--- src/rtl/sram_pkg.sv ---
// Purpose: shared types and sizes for the SRAM access responder.
// Latency: n/a (types and constants only).
// Backpressure: n/a.
package sram_pkg;

    typedef enum logic [1:0] {
        ST_IDLE   = 2'd0,
        ST_SETUP  = 2'd1,
        ST_ACCESS = 2'd2,
        ST_DONE   = 2'd3
    } state_t;

    localparam int BEATS   = 4;   // SRAM words per block
    localparam int WORD_W  = 16;  // SRAM data bus width
    localparam int BLOCK_W = 64;  // DES block width
    localparam int BEAT_W  = 2;   // width of the beat index

endpackage

--- src/rtl/sram_wait_timer.sv ---
// Purpose: loadable down-counter timing the strobe-low (ACCESS) phase of one SRAM word.
// Latency: tc asserts CNT cycles after a load of CNT; tc is decoded from the count register.
// Backpressure: none; load always wins, the count stops at zero.
// Ports: clk/n_rst (sync active-low), load + load_val (start a count), tc (count is zero).
module sram_wait_timer #(
    parameter int CNT_W = 4
) (
    input  logic             clk,
    input  logic             n_rst,
    input  logic             load,
    input  logic [CNT_W-1:0] load_val,
    output logic             tc
);

    logic [CNT_W-1:0] cnt_q;
    logic [CNT_W-1:0] cnt_d;

    always_comb begin
        cnt_d = cnt_q;
        if (load) begin
            cnt_d = load_val;
        end else if (cnt_q != '0) begin
            cnt_d = cnt_q - 1'b1;
        end
    end

    always_ff @(posedge clk) begin
        if (!n_rst) begin
            cnt_q <= '0;
        end else begin
            cnt_q <= cnt_d;
        end
    end

    assign tc = (cnt_q == '0);

endmodule

--- src/rtl/sram_access_responder.sv ---
// Purpose: accepts one-cycle block write/read requests and runs a 16-bit async SRAM, 4 words per block.
// Latency: accept at edge k -> wr_done/rd_valid high from edge k+4*(1+WAIT_CYC) for one cycle.
// Backpressure: none; requests arriving while busy (except in the DONE cycle) are dropped with req_err.
// Ports: req_* / wr_data from the address generator; rd_data/rd_valid/wr_done/busy/req_err back to the
//        controller; sram_* drive the SRAM pads. Every output comes straight from a flop.
module sram_access_responder
    import sram_pkg::*;
#(
    parameter int WAIT_CYC = 2,
    parameter int ADDR_W   = 16
) (
    input  logic               clk,
    input  logic               n_rst,
    input  logic [ADDR_W-1:0]  req_address,
    input  logic               req_write_en,
    input  logic               req_read_en,
    input  logic [BLOCK_W-1:0] wr_data,
    input  logic [WORD_W-1:0]  sram_rdata,
    output logic [ADDR_W-1:0]  sram_addr,
    output logic [WORD_W-1:0]  sram_wdata,
    output logic               sram_ce_n,
    output logic               sram_we_n,
    output logic               sram_oe_n,
    output logic [BLOCK_W-1:0] rd_data,
    output logic               rd_valid,
    output logic               wr_done,
    output logic               busy,
    output logic               req_err
);

    state_t               state_q,      state_d;
    logic [BEAT_W-1:0]    beat_q,       beat_d;
    logic [ADDR_W-1:0]    base_q,       base_d;
    logic                 is_wr_q,      is_wr_d;
    logic [BLOCK_W-1:0]   wbuf_q,       wbuf_d;
    logic [BLOCK_W-1:0]   shadow_q,     shadow_d;
    logic [BLOCK_W-1:0]   rd_data_q,    rd_data_d;
    logic                 rd_valid_q,   rd_valid_d;
    logic                 wr_done_q,    wr_done_d;
    logic                 req_err_q,    req_err_d;
    logic                 busy_q,       busy_d;
    logic [ADDR_W-1:0]    sram_addr_q,  sram_addr_d;
    logic [WORD_W-1:0]    sram_wdata_q, sram_wdata_d;
    logic                 sram_ce_n_q,  sram_ce_n_d;
    logic                 sram_we_n_q,  sram_we_n_d;
    logic                 sram_oe_n_q,  sram_oe_n_d;

    logic accept;
    logic bus_active;
    logic wait_tc;

    sram_wait_timer #(.CNT_W(4)) u_wait_timer (
        .clk      (clk),
        .n_rst    (n_rst),
        .load     (state_q == ST_SETUP),
        .load_val (4'(WAIT_CYC - 1)),
        .tc       (wait_tc)
    );

    always_comb begin
        state_d    = state_q;
        beat_d     = beat_q;
        base_d     = base_q;
        is_wr_d    = is_wr_q;
        wbuf_d     = wbuf_q;
        shadow_d   = shadow_q;
        rd_data_d  = rd_data_q;
        rd_valid_d = 1'b0;
        wr_done_d  = 1'b0;

        // The DONE cycle doubles as an idle slot so back-to-back blocks lose no cycle.
        accept    = ((state_q == ST_IDLE) || (state_q == ST_DONE)) && (req_write_en ^ req_read_en);
        req_err_d = (req_write_en || req_read_en) && !accept;

        case (state_q)
            ST_IDLE, ST_DONE: begin
                state_d = ST_IDLE;
                if (accept) begin
                    state_d = ST_SETUP;
                    base_d  = req_address;
                    is_wr_d = req_write_en;
                    wbuf_d  = wr_data;
                    beat_d  = '0;
                end
            end
            ST_SETUP: begin
                state_d = ST_ACCESS;
            end
            ST_ACCESS: begin
                if (wait_tc) begin
                    // Words arrive MSB first, so shifting in from the bottom assembles the block.
                    if (!is_wr_q) begin
                        shadow_d = {shadow_q[BLOCK_W-WORD_W-1:0], sram_rdata};
                    end
                    if (beat_q == BEAT_W'(BEATS - 1)) begin
                        state_d = ST_DONE;
                        if (is_wr_q) begin
                            wr_done_d = 1'b1;
                        end else begin
                            rd_data_d  = shadow_d;
                            rd_valid_d = 1'b1;
                        end
                    end else begin
                        state_d = ST_SETUP;
                        beat_d  = beat_q + 1'b1;
                        wbuf_d  = wbuf_q << WORD_W;
                    end
                end
            end
            default: state_d = ST_IDLE;
        endcase

        // Bus outputs are decoded from the next state so the pads change on the same edge as the FSM.
        bus_active   = (state_d == ST_SETUP) || (state_d == ST_ACCESS);
        sram_ce_n_d  = !bus_active;
        sram_we_n_d  = !((state_d == ST_ACCESS) && is_wr_d);
        sram_oe_n_d  = !(bus_active && !is_wr_d);
        busy_d       = (state_d != ST_IDLE);
        sram_addr_d  = sram_addr_q;
        sram_wdata_d = sram_wdata_q;
        // Address and write data move only on entry to SETUP, while we_n is high.
        if (state_d == ST_SETUP) begin
            sram_addr_d = base_d + ADDR_W'(beat_d);
            if (is_wr_d) begin
                sram_wdata_d = wbuf_d[BLOCK_W-1 -: WORD_W];
            end
        end
    end

    always_ff @(posedge clk) begin
        if (!n_rst) begin
            state_q      <= ST_IDLE;
            beat_q       <= '0;
            base_q       <= '0;
            is_wr_q      <= 1'b0;
            wbuf_q       <= '0;
            shadow_q     <= '0;
            rd_data_q    <= '0;
            rd_valid_q   <= 1'b0;
            wr_done_q    <= 1'b0;
            req_err_q    <= 1'b0;
            busy_q       <= 1'b0;
            sram_addr_q  <= '0;
            sram_wdata_q <= '0;
            sram_ce_n_q  <= 1'b1;
            sram_we_n_q  <= 1'b1;
            sram_oe_n_q  <= 1'b1;
        end else begin
            state_q      <= state_d;
            beat_q       <= beat_d;
            base_q       <= base_d;
            is_wr_q      <= is_wr_d;
            wbuf_q       <= wbuf_d;
            shadow_q     <= shadow_d;
            rd_data_q    <= rd_data_d;
            rd_valid_q   <= rd_valid_d;
            wr_done_q    <= wr_done_d;
            req_err_q    <= req_err_d;
            busy_q       <= busy_d;
            sram_addr_q  <= sram_addr_d;
            sram_wdata_q <= sram_wdata_d;
            sram_ce_n_q  <= sram_ce_n_d;
            sram_we_n_q  <= sram_we_n_d;
            sram_oe_n_q  <= sram_oe_n_d;
        end
    end

    assign sram_addr  = sram_addr_q;
    assign sram_wdata = sram_wdata_q;
    assign sram_ce_n  = sram_ce_n_q;
    assign sram_we_n  = sram_we_n_q;
    assign sram_oe_n  = sram_oe_n_q;
    assign rd_data    = rd_data_q;
    assign rd_valid   = rd_valid_q;
    assign wr_done    = wr_done_q;
    assign busy       = busy_q;
    assign req_err    = req_err_q;

endmodule
--- config.mk ---
export PLATFORM = sky130hd
export DESIGN_NAME = sram_access_responder
export DESIGN_NICKNAME = d
export VERILOG_FILES = /design/src/rtl/sram_pkg.sv /design/src/rtl/sram_wait_timer.sv /design/src/rtl/sram_access_responder.sv
export SDC_FILE = /design/constraint.sdc
export NUM_CORES = 1
export LEC_CHECK = 0
export ABC_AREA = 1
export ABC_CLOCK_PERIOD_IN_PS = 5650
export CAP_MARGIN = 40
export CORE_MARGIN = 1
export CORE_UTILIZATION = 55
export DETAILED_ROUTE_END_ITERATION = 16
export PLACE_DENSITY = 0.85
export SETUP_SLACK_MARGIN = 0.1
export SLEW_MARGIN = 20
export SYNTH_ARGS = -nofsm -noshare
export SYNTH_HDL_FRONTEND = slang
export SYNTH_SLANG_ARGS = --single-unit
export TNS_END_PERCENT = 5
--- constraint.sdc ---
create_clock -name clk -period 5.65 [get_ports clk]
set_input_delay 0.8475 -clock clk [delete_from_list [all_inputs] [get_ports clk]]
set_output_delay 0.8475 -clock clk [all_outputs]
set_load 0.1 [all_outputs]
### Word-level counts from Yosys, hierarchy flattened

Cells that the tools add are included.
W data, S select, Z words.

* input port bits: 100
* bits in registers: 256
* word-level logic and storage cells: 80
* output and inout port bits: 103

* reduce and logical (&&, ||, !) cells: 25
* eq/ne operators: 9
* mux-type cells: 21
* bitwise operators: 3
* $add $sub $neg: 3

Operator list (count)
* $mux W64: 4
* $pmux W64 S2: 1
* $mux W16: 2
* $add A16 B2 Y16: 1
* $reduce_and A4 Y1: 3
* $mux W2: 5
* $eq A2 B2 Y1 const B: 4
* $mux W1: 7
* $pmux W2 S3: 1
* $reduce_bool A2 Y1: 3
* $logic_not A1 Y1: 5
* $eq A2 B1 Y1 const B: 2
* $logic_and A1 B1 Y1: 4
* $logic_not A4 Y1: 1
* $ne A2 B2 Y1 const B: 2
* $pmux W2 S2: 1
* $reduce_and A2 Y1: 2
* $reduce_bool A4 Y1: 1
* $reduce_or A2 Y1: 2
* $sub A4 B1 Y4 const B: 1
* $logic_or A1 B1 Y1: 3
* $add A2 B1 Y2 const B: 1
* $logic_not A2 Y1: 1
* $ne A2 B1 Y1 const B: 1
* other kinds (2): 3

### Depth between registers and ports, before layout

Gate-level depths: netlist (run 1).

* word-level depth: 9
* depth in mapped cells: 18

### By module

Synthesis (run 1) repeated with hierarchy kept, for this count alone.

* cell total of the unflattened synthesis: 1271
* area total of the unflattened synthesis: 9639.2 um^2

Modules (own cells, without submodules)
* sram_access_responder: cells an instance 1231, area each 9391.5 um^2, times used 1
* sram_wait_timer: cells an instance 40, area each 247.7 um^2, times used 1

### Worst setup path before layout (run 1)

No wires, ideal clock.

* path kind: input port to flip-flop
* start: input port req_write_en
* end: register sram_wdata_q[15], in the netlist sram_wdata[15]
* slack: 2.772 ns
* arrival time: 2.760 ns
* stages: 13
* library setup time: 0.118 ns
* buffers on the path: 3
* path through: inv_1 > ha_1 > nand2_2 > buf_2 > a31oi_1 > ha_1 > clkbuf_1 > inv_1 > nor2_2 > buf_2 > nand3_1 > o211ai_1 > inv_1

* cells in the longest elaborated chain, start to end: 6

Ends and longest elaborated chain
* from (decl): line sram_access_responder.sv:15 `input logic req_write_en,`
* $xor A1 B1 Y1: line sram_access_responder.sv:72 `accept = ((state_q == ST_IDLE) || (state_q == ST_DONE)) && (req_write_en ^ req_read_en);`
* $logic_and A1 B1 Y1: line sram_access_responder.sv:72
* $mux W1: line sram_access_responder.sv:78 `if (accept) begin`
* $pmux W2 S3: line sram_access_responder.sv:75 `case (state_q)`
* net state_d[0]: line sram_access_responder.sv:31 `state_t state_q, state_d;`
* $eq A2 B1 Y1: line sram_access_responder.sv:122 `if (state_d == ST_SETUP) begin`
* $reduce_and A2 Y1 (no source line)
* to (signal assigned): line sram_access_responder.sv:161 `sram_wdata_q <= sram_wdata_d;`
* to (decl): line sram_access_responder.sv:43 `logic [WORD_W-1:0] sram_wdata_q, sram_wdata_d;`

The timed path passes the listed nets, and every way through them passes these cells. The select of a mux whose other input is x is not followed.
A chain may end at the register's enable or synchronous reset.

### Worst setup path after layout (run 1)

* start: input port req_write_en
* end: register sram_wdata_q[10], in the netlist sram_wdata[10]

Same word-level chain as after synthesis.

==> impl_metrics.env, run 1 <==
export IMPL_cap_violations=0
export IMPL_cts_setup_buffers=0
export IMPL_end_kind="register"
export IMPL_wl_per_cell_um=17.5
export IMPL_hold_class="reg -> reg"
export IMPL_synth_warnings=0
export IMPL_setup_viol=0
export IMPL_worstSetupPathType="in -> reg"
export IMPL_first_iter_violations=1179
export IMPL_worst_pin_slew_ps=837
export IMPL_status="completed"
export IMPL_finalHoldViolations=0
export IMPL_ir_worst_vdd_mv=0.386
export IMPL_cts_made_buffers=24
export IMPL_hold_end="wbuf_q[17]"
export IMPL_die_x_um=136
export IMPL_cp_arrival_ps=4180
export IMPL_post_place_cells=1810
export IMPL_min_period_over_period_pct=66.6
export IMPL_fin_setup_tns_ps=0
export IMPL_dp_hpwl_mm=21.5
export IMPL_power_density_nw_per_um2=373
export IMPL_synth_edf_count=0
export IMPL_portBuffers=202
export IMPL_maxSlewHeadroom_pct=44.1
export IMPL_area_growth_pct=46.5
export IMPL_htree_levels=1
export IMPL_worst_r2r_cell_count=14
export IMPL_grt_pass1_vias=10100
export IMPL_cts_tree="built"
export IMPL_synth_cell_types=34
export IMPL_die_area_sq_um=18400
export IMPL_yosys_most_used_dff="dfxtp_1"
export IMPL_postCtsHoldBufs=0
export IMPL_post_cts_resized=0
export IMPL_fmax_mhz=266
export IMPL_antenna_found_initial=1
export IMPL_rrSetupSlack_ps=2320
export IMPL_ys_seq_area_share_pct=48.8
export IMPL_gr_total_overflow=0
export IMPL_cts_sinks=240
export IMPL_start_util_pct=56.6
export IMPL_r2r_start="state_q[0]"
export IMPL_syn_num_nets=1473
export IMPL_synth_async_sr_flop_share_pct=0
export IMPL_dr_total_vias=10400
export IMPL_avgSynthCellArea_sq_um=7.24
export IMPL_dr_pass1_iters=6
export IMPL_viasPerCell=5.59
export IMPL_grt_max_degree=111
export IMPL_die_h_um=136
export IMPL_ys_ff_latch=240
export IMPL_holdPathStages=2
export IMPL_root_buffer="clkbuf_16"
export IMPL_io_pins=203
export IMPL_drive_gt1_share_pct=11.1
export IMPL_required_ps=6070
export IMPL_clk_pin_slew_ps=60
export IMPL_syn_inst=1361
export IMPL_utilization_pct=82.8
export IMPL_start_kind="input pin"
export IMPL_fin_cells=1856
export IMPL_final_nets=1724
export IMPL_rsz0062_at_grt="false"
export IMPL_insertion_delay_ps=530
export IMPL_rr_endpoint="sram_wdata[10]"
export IMPL_slew_viol_final=0
export IMPL_post_route_drc_count=0
export IMPL_wl_mm=32.5
export IMPL_cp_max_fo=32
export IMPL_hold_start="wbuf_q[17]"
export IMPL_netlist_area_sq_um=9850
export IMPL_min_period_ps=3760
export IMPL_ant_nets=0
export IMPL_skew_ps=19.9
export IMPL_rows=48
export IMPL_grt_pass1_wl_mm=51.1
export IMPL_grt_usage_pct=35.2
export IMPL_gp_congestion=0.948
export IMPL_timing_hold_ws_ps=466
export IMPL_core_area_sq_um=17400
export IMPL_leakage_nw=6.26
export IMPL_clock_tree_buffer_depth=3
[sequential cells by signal, indices dropped and copies added (netlist names), 2 cells and up]
name	count
rd_data	64
u_wait_timer.cnt_q	4
base_q	16
beat_q	2
sram_wdata	16
wbuf_q	64
state_q	2
sram_addr	16
shadow_q	48
[placed cells by master, fill, tap and decap left out, drive strengths merged]
cell             n
a22oi           15
clkinvlp         3
nand3          105
nor2           207
a211oi           1
nand2          314
xnor2            1
diode            1
buf            117
xor2             6
clkdlybuf4s50  201
a21oi          120
fa               1
inv             96
clkinv           6
o2111ai          1
or2              1
nand3b           1
bufinv           3
clkbuf          33
a31oi            1
o211ai           1
ha              11
nor3             2
nand4            5
o21bai           2
o21ai          136
dfxtp          240
[layout make-up]
type	instances	area, sq um
fillers	1019	2990
diodes	1	2.50
clock buffers	33	694
multi-input cells	931	4260
flip-flops and latches	240	4800
inverters	97	367
repair buffers	318	3870
clock inverters	11	149
well taps	225	282
[through the flow]
| step | setup slack (ps) | total power [mW] | cell area (sq um) |
|---|---|---|---|
| 2_1_floorplan | 2770 | 3.07 | 9850 |
| 5_1_grt | 1530 | 5.59 | 14400 |
| 6_report | 1890 | 5.38 | 14400 |
| 4_1_cts | 1910 | 5.38 | 14400 |
| 3_3_place_gp | 1630 | 3.40 | 11800 |
| 3_5_place_dp | 1420 | 3.70 | 13600 |
[power breakdown]
part	switching [mW]	internal (mW)	total, mW
logic	1.16	0.600	1.76
registers	0.0922	1.85	1.94
clock network	0.683	1.00	1.68
[critical path: stages]
cell and delay, ps:
clkdlybuf4s50_1 500, inv_1 50, ha_1 560, nand2_2 350, inv_2 140, a21oi_1 70, a31oi_1 210, ha_1 180
buf_4 250, inv_1 210, nor2_2 160, buf_4 340, nand2_1 150, nand2_1 110, inv_1 50
[metal layers]
metal	track usage, %	wire [um]	vias up	share of wire [%]
met3	5.70	2270	133	7.0
met2	62.7	16300	553	50
met5	0	0	-	0
met4	16.5	1660	0	5.1
li1	-	-	4871	-
met1	41.0	12300	4812	38
[worst max path at each step]
stage | from | end | slack [ps] | cells after the start
floorplan | req_write_en | sram_wdata[15] | 2770 | 13
global placement | req_write_en | sram_wdata[15] | 1630 | 15
detailed placement | req_write_en | sram_wdata[15] | 1420 | 15
CTS | req_write_en | sram_wdata[10] | 1910 | 15
global route | req_write_en | sram_wdata[6] | 1530 | 16
finish | req_write_en | sram_wdata[10] | 1890 | 15
[synth_stat cells (4+ instances only)]
library cell / number / share of area, %
nand2_1: 312 / 12
dfxtp_1: 240 / 49
nor2_1: 198 / 7.5
o21ai_0: 132 / 6.7
a21oi_1: 120 / 6.1
nand3_1: 103 / 5.2
inv_1: 89 / 3.4
clkbuf_1: 42 / 1.6
buf_2: 36 / 1.8
a22oi_1: 15 / 1.1
ha_1: 11 / 1.4
buf_4: 8 / 0.61
inv_2: 7 / 0.27
nor2_2: 7 / 0.44
buf_1: 6 / 0.23
xor2_1: 6 / 0.53
nand4_1: 5 / 0.32
o21ai_1: 4 / 0.20
[logic make-up after synthesis]
logic type / after synthesis / synth area share [%]
XOR/XNOR: 7 / 0.622
adder cells (fa/ha/maj): 12 / 1.60
AO/OA/AOI/OAI: 277 / 14.6
flip-flops: 240 / 48.8
AND/OR/NAND/NOR: 635 / 26.3
buffers and inverters: 190 / 8.08
Note: power is estimated with default switching activity, not from simulation.
==> inputs of run 2 (changes only) <==
- ABC_CLOCK_PERIOD_IN_PS: 5650 -> 3300
- CORE_UTILIZATION: 55 -> 46
- PLACE_DENSITY: 0.85 -> 0.76
- clock period: 5.65 -> 3.3 ns (I/O delays scaled with it)
==> impl_metrics.env, run 2 (synthesis results as in run 1) <==
export IMPL_status="completed"
export IMPL_multi_input_area_sq_um=4260
export IMPL_drt_met1_wl_mm=12.1
export IMPL_cp_arrival_ps=3100
export IMPL_gr_total_overflow=0
export IMPL_crit_top_cell="nand2_1"
export IMPL_clock_tree_buffer_depth=3
export IMPL_crit_chain="inv_1 -> ha_1 -> buf_4 -> nand2_2 -> o21ai_0 -> ha_1 -> inv_1 -> nand2_1 -> nand3_1 -> nor2_4 -> nand2_1 -> nand2_1 -> nand2_1 -> o21bai_1 -> inv_1"
export IMPL_dp_hpwl_mm=19.0
export IMPL_top_layer_used="met4"
export IMPL_r2r_start="state_q[0]"
export IMPL_skew_ps=22.6
export IMPL_cts_tree="built"
export IMPL_drive_gt1_share_pct=12.1
export IMPL_worst_pin_slew_ps=780
export IMPL_io_pins=203
export IMPL_grt_pass1_vias=9421
export IMPL_grt_usage_pct=25.3
export IMPL_min_period_ps=2680
export IMPL_dr_pass1_iters=8
export IMPL_cts_made_buffers=26
export IMPL_met2_wirelength_mm=13.0
export IMPL_hold_class="in -> reg"
export IMPL_cp_max_fo=15
export IMPL_timing_hold_ws_ps=454
export IMPL_rsz0062_at_grt="false"
export IMPL_end_kind="register"
export IMPL_root_buffer="clkbuf_16"
export IMPL_insertion_delay_ps=530
export IMPL_hold_start="n_rst"
export IMPL_die_x_um=148
export IMPL_holdPathStages=3
export IMPL_rr_endpoint="sram_addr[9]"
export IMPL_fin_setup_tns_ps=0
export IMPL_viasPerCell=5.08
export IMPL_final_nets=1718
export IMPL_n_fill_cell=1652
export IMPL_rrSetupSlack_ps=620
export IMPL_postCtsHoldBufs=0
export IMPL_first_iter_violations=590
export IMPL_die_area_sq_um=22000
export IMPL_slowest_delay_ps=430
export IMPL_start_util_pct=46.9
export IMPL_slowest_stage="o21ai_0"
export IMPL_antenna_cells=0
export IMPL_layout_commonest_cell="nand2_1"
export IMPL_cts_setup_buffers=0
export IMPL_required_ps=3710
export IMPL_wl_per_cell_um=14.5
export IMPL_post_cts_resized=0
export IMPL_start_kind="register"
export IMPL_post_route_drc_count=0
export IMPL_critical_path_top_delay_family="simple AND/OR/NAND/NOR gates"
export IMPL_antenna_found_initial=0
export IMPL_worstSetupPathType="reg -> reg"
export IMPL_dr_total_vias=9651
export IMPL_postPlaceCellArea_sq_um=13300
export IMPL_design_area_sq_um=14200
export IMPL_crit_buf_inv=4
export IMPL_area_growth_pct=44.6
export IMPL_grt_pass1_wl_mm=45.5
export IMPL_setup_viol=0
export IMPL_maxSlewHeadroom_pct=47.9
export IMPL_power_density_nw_per_um2=639
export IMPL_place_ws_ps=87.7
export IMPL_leakage_nw=6.23
export IMPL_ant_nets=0
export IMPL_fmax_mhz=373
export IMPL_worst_r2r_cell_count=15
export IMPL_cts_sinks=240
export IMPL_register_area_sq_um=4800
export IMPL_hold_end="sram_ce_n"
export IMPL_die_h_um=148
export IMPL_clk_pin_slew_ps=60
export IMPL_wl_met3_mm=1.54
export IMPL_wl_mm=27.6
export IMPL_setup_slack_ps=617
export IMPL_core_area_sq_um=21000
export IMPL_portBuffers=202
export IMPL_layout_common_cells="nand2_1, dfxtp_1, nor2_1"
export IMPL_ir_worst_vdd_mv=0.588
export IMPL_slew_viol_final=0
export IMPL_grt_max_degree=89
export IMPL_htree_levels=1
export IMPL_gp_congestion=0.844
export IMPL_cap_violations=0
export IMPL_rows=53
export IMPL_min_period_over_period_pct=81.3
export IMPL_critical_path_cell_count=15
export IMPL_finalHoldViolations=0
[run 2: cell count changes in the layout (fill, tap and decap cells not counted), sizes merged]
cell,previous run,this run
diode,1,0
clkbuf,33,41
bufinv,3,1
buf,117,127
clkdlybuf4s50,201,183
clkinvlp,3,1
[run 2: routing by layer]
layer  global-route usage, %  vias up
li1                        -     4860
met1                    32.7     4373
met2                    42.0      341
met3                    4.26       77
met4                    9.79        0
met5                       0        -
[run 2: worst min-delay path, cell delays in order]
cell and delay (ps):
buf_2 120, buf_4 220, nand2_1 90
[run 2: worst max path at each step]
stage	startpoint	to	slack (ps)
floorplan	req_write_en	sram_wdata[15]	770
global placement	req_write_en	sram_addr[9]	150
detailed placement	req_write_en	sram_addr[9]	90
CTS	state_q[0]	sram_addr[9]	590
global route	req_write_en	sram_addr[9]	290
finish	state_q[0]	sram_addr[9]	620
[run 2: layout make-up]
class | instances | area share, %
clock buffer | 41 | 5.88
tap | 275 | 2.42
inverter | 97 | 2.57
timing repair buffer | 310 | 25.0
multi-input combinational | 931 | 29.9
sequential | 240 | 33.7
clock inverter | 7 | 0.518
[run 2: stage by stage]
stage	util [%]	total power [mW]	cells
3_3_place_gp	56.9	5.88	1767
4_1_cts	67.7	9.15	1901
2_1_floorplan	-	5.26	1361
6_report	67.7	9.10	1901
5_1_grt	67.7	9.50	1901
3_5_place_dp	63.4	6.17	1853
[run 2: power breakdown]
part / total (mW) / internal (mW) / switching [mW]
clock: 2.98 / 1.81 / 1.17
combinational: 2.80 / 0.910 / 1.89
sequential: 3.31 / 3.16 / 0.150
total: 9.10 / 5.89 / 3.21
